===== config.mk =====
export PLATFORM = sky130hd
export DESIGN_NAME = ipsxe_floating_point_fx2fl_norm_pack_v1_0
export DESIGN_NICKNAME = d
export VERILOG_FILES = /design/src/rtl/ipsxe_floating_point_fx2fl_pkg.sv /design/src/rtl/ipsxe_floating_point_fp16_rne_round_v1_0.sv /design/src/rtl/ipsxe_floating_point_register_v1_0.sv /design/src/rtl/ipsxe_floating_point_fx2fl_norm_pack_v1_0.sv
export SDC_FILE = /design/constraint.sdc
export NUM_CORES = 1
export LEC_CHECK = 0
export ABC_AREA = 1
export CORE_ASPECT_RATIO = 0.7
export CORE_MARGIN = 5
export CORE_UTILIZATION = 40
export CTS_CLUSTER_DIAMETER = 50
export DETAILED_ROUTE_END_ITERATION = 10
export DONT_BUFFER_PORTS = 1
export PLACE_DENSITY = 0.66
export SYNTH_ARGS = -nofsm -noshare
export SYNTH_HDL_FRONTEND = slang
export SYNTH_SLANG_ARGS = --single-unit

===== constraint.sdc =====
create_clock -name i_clk -period 2.2 [get_ports i_clk]
set_clock_uncertainty 0.1 [all_clocks]
set_input_delay 0.44 -clock i_clk [delete_from_list [all_inputs] [get_ports i_clk]]
set_output_delay 0.44 -clock i_clk [all_outputs]
set_load 0.1 [all_outputs]

===== src/rtl/ipsxe_floating_point_fx2fl_pkg.sv =====
// Shared constants and types for the fixed-to-float (fx2fl) datapath.
package ipsxe_floating_point_fx2fl_pkg;

  localparam int unsigned FP16_EXP_BIAS = 15;
  localparam int unsigned FP16_EXP_W    = 5;
  localparam int unsigned FP16_MANT_W   = 10;
  localparam int unsigned FP16_EXP_MAX  = 31;
  localparam logic [15:0] FP16_POS_INF  = 16'h7C00;

  // Depth of the input delay line; must equal the leading-one locator latency.
  localparam int unsigned LOC_LATENCY   = 2;

  typedef struct packed {
    logic        valid;
    logic        sign;
    logic [15:0] mag;
  } fx_word_t;

endpackage


===== src/rtl/ipsxe_floating_point_fp16_rne_round_v1_0.sv =====
// Round-to-nearest-even and binary16 packing of a left-normalized magnitude.
module ipsxe_floating_point_fp16_rne_round_v1_0
  import ipsxe_floating_point_fx2fl_pkg::*;
(
  input  logic        i_clk,
  input  logic        i_rst_n,
  input  logic        i_aclken,
  input  logic        i_valid,
  input  logic        i_sign,
  input  logic        i_zero,
  input  logic [14:0] i_norm_frac,
  input  logic [5:0]  i_exp6,
  output logic        o_valid,
  output logic [15:0] o_result,
  output logic        o_overflow
);

  logic [FP16_MANT_W-1:0] w_m;
  logic [FP16_MANT_W:0]   w_m_inc;
  logic [FP16_MANT_W-1:0] w_mant;
  logic                   w_guard;
  logic                   w_sticky;
  logic                   w_round_up;
  logic                   w_carry;
  logic [5:0]             w_exp_rnd;
  logic [15:0]            w_result;
  logic                   w_overflow;

  logic                   r_valid;
  logic [15:0]            r_result;
  logic                   r_overflow;

  always_comb begin
    w_m        = i_norm_frac[14:5];
    w_guard    = i_norm_frac[4];
    w_sticky   = |i_norm_frac[3:0];
    w_round_up = w_guard & (w_sticky | w_m[0]);
    w_m_inc    = {1'b0, w_m} + {{FP16_MANT_W{1'b0}}, w_round_up};
    // Mantissa carry-out renormalizes to 1.0 x 2^(e+1).
    w_carry    = w_m_inc[FP16_MANT_W];
    w_mant     = w_carry ? '0 : w_m_inc[FP16_MANT_W-1:0];
    w_exp_rnd  = i_exp6 + {5'd0, w_carry};

    w_overflow = 1'b0;
    w_result   = {i_sign, w_exp_rnd[FP16_EXP_W-1:0], w_mant};
    if (w_exp_rnd >= 6'(FP16_EXP_MAX)) begin
      w_overflow = 1'b1;
      w_result   = {i_sign, FP16_POS_INF[14:0]};
    end else if (i_zero) begin
      w_result   = '0;
    end
  end

  always_ff @(posedge i_clk or negedge i_rst_n) begin
    if (!i_rst_n) begin
      r_valid    <= 1'b0;
      r_result   <= '0;
      r_overflow <= 1'b0;
    end else if (i_aclken) begin
      r_valid    <= i_valid;
      r_result   <= w_result;
      r_overflow <= w_overflow;
    end
  end

  assign o_valid    = r_valid;
  assign o_result   = r_result;
  assign o_overflow = r_overflow;

endmodule


===== src/rtl/ipsxe_floating_point_register_v1_0.sv =====
// Enable-gated pipeline register with asynchronous active-low reset.
module ipsxe_floating_point_register_v1_0 #(
  parameter int unsigned          WIDTH   = 1,
  parameter logic [WIDTH-1:0]     RST_VAL = '0
) (
  input  logic             i_clk,
  input  logic             i_rst_n,
  input  logic             i_aclken,
  input  logic [WIDTH-1:0] i_d,
  output logic [WIDTH-1:0] o_q
);

  logic [WIDTH-1:0] r_q;

  always_ff @(posedge i_clk or negedge i_rst_n) begin
    if (!i_rst_n)      r_q <= RST_VAL;
    else if (i_aclken) r_q <= i_d;
  end

  assign o_q = r_q;

endmodule


===== src/rtl/ipsxe_floating_point_fx2fl_norm_pack_v1_0.sv =====
// fx2fl normalize/round/pack: aligns the magnitude with the locator result,
// left-normalizes it and hands it to the RNE rounding/packing stage.
module ipsxe_floating_point_fx2fl_norm_pack_v1_0
  import ipsxe_floating_point_fx2fl_pkg::*;
#(
  parameter int unsigned FRAC_BITS = 0
) (
  input  logic        i_clk,
  input  logic        i_rst_n,
  input  logic        i_aclken,
  input  logic        i_valid,
  input  logic        i_sign,
  input  logic [15:0] i_mag,
  input  logic [3:0]  i_one_location,
  input  logic        i_zero_judge,
  output logic        o_valid,
  output logic [15:0] o_result,
  output logic        o_overflow
);

  fx_word_t    w_dly [LOC_LATENCY+1];
  logic [3:0]  w_sh;
  logic [14:0] w_norm_frac;
  logic [5:0]  w_exp6;

  logic        r_s3_valid;
  logic        r_s3_sign;
  logic        r_s3_zero;
  logic [14:0] r_s3_norm_frac;
  logic [5:0]  r_s3_exp6;

  assign w_dly[0] = '{valid: i_valid, sign: i_sign, mag: i_mag};

  for (genvar k = 0; k < LOC_LATENCY; k++) begin : g_dly
    ipsxe_floating_point_register_v1_0 #(
      .WIDTH   ($bits(fx_word_t)),
      .RST_VAL ('0)
    ) u_dly (
      .i_clk    (i_clk),
      .i_rst_n  (i_rst_n),
      .i_aclken (i_aclken),
      .i_d      (w_dly[k]),
      .o_q      (w_dly[k+1])
    );
  end

  // The implicit leading one (bit 15 after the shift) is dropped here.
  always_comb begin
    w_sh        = 4'd15 - i_one_location;
    w_norm_frac = 15'(w_dly[LOC_LATENCY].mag << w_sh);
    w_exp6      = {2'b00, i_one_location} + 6'(FP16_EXP_BIAS) - 6'(FRAC_BITS);
  end

  always_ff @(posedge i_clk or negedge i_rst_n) begin
    if (!i_rst_n) begin
      r_s3_valid     <= 1'b0;
      r_s3_sign      <= 1'b0;
      r_s3_zero      <= 1'b0;
      r_s3_norm_frac <= '0;
      r_s3_exp6      <= '0;
    end else if (i_aclken) begin
      r_s3_valid <= w_dly[LOC_LATENCY].valid;
      if (w_dly[LOC_LATENCY].valid) begin
        r_s3_sign      <= w_dly[LOC_LATENCY].sign;
        r_s3_zero      <= i_zero_judge;
        r_s3_norm_frac <= w_norm_frac;
        r_s3_exp6      <= w_exp6;
      end
    end
  end

  ipsxe_floating_point_fp16_rne_round_v1_0 u_round (
    .i_clk       (i_clk),
    .i_rst_n     (i_rst_n),
    .i_aclken    (i_aclken),
    .i_valid     (r_s3_valid),
    .i_sign      (r_s3_sign),
    .i_zero      (r_s3_zero),
    .i_norm_frac (r_s3_norm_frac),
    .i_exp6      (r_s3_exp6),
    .o_valid     (o_valid),
    .o_result    (o_result),
    .o_overflow  (o_overflow)
  );

endmodule

==> reports/metrics.yaml <==
run_status:
  status: "finished with violations"
  failed_checks: "negative hold slack, negative setup slack"
critical_path:
  cp-end-kind: "flop"
  worstPathArrival_ps: 2340
  critPathSlowestCell: "dfrtp_1"
  crit_top_cell: "buf_4"
  path_cells: "nand2_2 -> inv_2 -> ha_4 -> nand3_4 -> nor2_4 -> nand3_2 -> inv_2 -> ha_4 -> ha_4 -> inv_2 -> nand2_2 -> buf_4 -> buf_4 -> buf_4 -> buf_4 -> nand3_1 -> nand3_1"
  startpoint_type: "flop"
  path_buf_inv: 7
  cp.required_ps: 2320
  cp_top_family: "buffers and inverters"
  crit_path_max_incr_delay_ps: 390
  crit_type: "reg2reg"
  crit_fanout: 4
power_and_ir_drop:
  power_frac_seq: 0.366
  comb_power_share: 0.283
  clockPowerShare: 0.351
  vdd_drop_max_mv: 0.569
  powerDensity_mw_per_mm2: 1030
  switching_share: 0.351
  power_switching_mw: 1.67
  power_mw: 4.76
  static-leakage-power_nw: 2.37
  p_int_mw: 3.09
yosys:
  yosysSeqAreaShare: 0.490
  synthCells: 499
  synth_top_area_cell: "dfrtp_1"
  synth_warnings: 0
  synth_cell_types: 30
  avgSynthCellArea_um2: 7.68
  synth_area_mm2: 0.00383
  synth_edf_count: 0
  async_reset_ff_frac: 1.00
  synth_top_area_frac: 0.490
  ys_ff_latch: 75
  ys.flop_type: "dfrtp_1"
  synth.area.top_cells: "dfrtp_1, nand2_1, nand3_1, inv_1, o21ai_0"
  synth_fp_nets: 529
grt:
  grt_max_degree: 76
  grt_pass1_wl_um: 15200
  first_global_vias: 3197
  antenna_found_initial: 0
  grtUsageTotal: 0.161
  grt-ovfl-total: 0
floorplanning:
  num_rows: 29
  start_util: 0.416
  ios: 44
  die_x_um: 127
  die_y_um: 91.9
  core_area_mm2: 0.00922
  die_area_mm2: 0.0117
timing:
  setup_viol: 1
  hold_violations: 75
  fmax_mhz: 449
  fin_crit_ps: 2230
  hold_slack_ps: -301
  finalCritPeriodShare: 1.01
  setup_ws_ps: -25.1
  rsz0062_at_grt: "yes"
  worst_slew_pin_slew_ps: 426
  relSlewSlack: 0.715
  drv_slew: 0
routing:
  wl_met1_um: 4050
  top_layer: "met4"
  dr.first_iter.drc_count: 252
  dr_wl_met2_um: 3810
  ant_nets: 0
  vias_per_cell: 4.96
  firstDrtPassIters: 5
  drt_wl_total_um: 8700
  drc_errors: 0
  wl_met3_um: 661
  post_drt_wl_per_cell_um: 13.1
  vias: 3285
placed_design:
  place_area_mm2: 0.00415
  gp_congestion: 0.877
  io_buffers: 0
  place_worst_setup_slack_ps: -126
  hpwlAfterDp_um: 5950
clock_tree:
  clk_pin_slew_ps: 50
  htreeDepth: 3
  root_buffer: "clkbuf_16"
  clk_latency_ps: 340
  clk_path_buf_depth: 2
  cts_tree: "done"
  clock_sinks: 75
  cts_buffers: 9
finish:
  fin_nets: 564
  final_cell_area_mm2: 0.00463
  post-route-util: 0.502
  drive_above_1_share: 0.184
  area_growth_pct: 20.9
  diodes: 0
run:
  cap_violations: 0
hold_path:
  hp-class: "in2async"
[synth_stat cells, types with 2 or more instances]
master    instances
a21oi_1           5
a22oi_1           2
a31oi_1           2
buf_1             2
buf_2             8
buf_4             4
buf_6             4
clkbuf_1          5
dfrtp_1          75
ha_1              4
inv_1            39
inv_2             4
nand2_1         214
nand2_2           4
nand3_1          37
nand3_2           3
nand4_1           6
nor2_1           17
nor2_2            6
o211ai_1          7
o21ai_0          28
o21ai_1          10
o21ai_2           2
o22ai_1           2
xor2_1            4
[worst paths after layout]
kind,slack [ps],cells past startpoint,start,end
worst max register to register,-30,17,r_s3_norm_frac[4],u_round.o_result[12]
worst max-delay path,-30,17,r_s3_norm_frac[4],u_round.o_result[12]
max in group asynchronous,2190,0,i_rst_n,g_dly[1].u_dly.o_q[6]
worst min-delay path,-300,0,i_rst_n,r_s3_norm_frac[13]
worst min register to register,370,2,g_dly[1].u_dly.o_q[14],g_dly[1].u_dly.o_q[14]
min in group i_clk,110,2,i_aclken,g_dly[0].u_dly.o_q[17]
[final cells by class]
class                   instances  area, µm²
repair buffers                 47        360
clock buffers                   9        225
clock inverters                 6        113
fillers                       891       4590
multi-input cells             358       1740
flip-flops and latches         75       1880
inverters                      43        161
well taps                     124        155
[timing repair]
action | 4_1_cts | 5_1_grt
setup buffers | 6 | 4
pin swaps | 10 | 14
resized for setup | 9 | 10
endpoints found under the setup margin | 16 | 17
endpoints found under the hold margin | 75 | 75
[flip-flops by register name, summed over array words and instances, names as in the netlist]
register / count
u_round.o_valid: 1
r_s3_norm_frac: 15
r_s3_zero: 1
g_dly.u_dly.o_q: 34
r_s3_sign: 1
r_s3_exp6: 5
u_round.o_result: 16
u_round.o_overflow: 1
r_s3_valid: 1
[layout by cell type (no fill, tap or decap), types with 2 or more instances in the layout]
master / count
a21oi_1: 5
a22oi_1: 2
a31oi_1: 2
buf_4: 45
buf_6: 2
bufinv_16: 3
clkbuf_16: 9
dfrtp_1: 75
ha_4: 3
inv_1: 35
inv_2: 8
nand2_1: 208
nand2_2: 9
nand2_4: 2
nand3_1: 36
nand3_2: 3
nand4_1: 6
nor2_1: 16
nor2_2: 4
nor2_4: 4
o211ai_1: 7
o21ai_0: 28
o21ai_1: 10
o21ai_2: 2
o22ai_1: 2
xor2_1: 4
[kinds of logic (layout without fill, tap and decap cells)]
kind of cell,after synthesis,in the layout,share of synthesized area
muxes,1,1,0.00261
DFF,75,75,0.490
AOI/OAI and AO/OA,58,58,0.0849
and+or+nand+nor,291,291,0.321
buffers and inverters,66,105,0.0791
xor gates and xnor gates,4,4,0.00915
adders and majority gates,4,4,0.0131
[stage by stage]
step / hold WS (ps) / setup TNS (ps) / instances
finish: -301 / -25.1 / 662
global route: -318 / -2280 / 662
CTS: -316 / -41.3 / 658
detailed placement: 50.4 / -1230 / 637
global placement: 50.9 / -230 / 637
floorplan: 44.4 / 0 / 499
[metal layers]
layer  vias to the layer above  track usage
met3                        17       0.0621
met4                         0       0.0670
met5                         -            0
li1                       1646            -
met2                        81        0.228
met1                      1541        0.220
[power by group through the flow]
stage               Sequential [mW]  Combinational, mW  Clock (mW)
CTS                            1.74               1.32        1.71
floorplan                      2.28              0.474           0
global route                   1.77               1.46        1.76
finish                         1.74               1.35        1.67
global placement               1.75               1.27           0
detailed placement             1.76               1.28           0
Note: power is estimated with default switching activity, not from simulation.
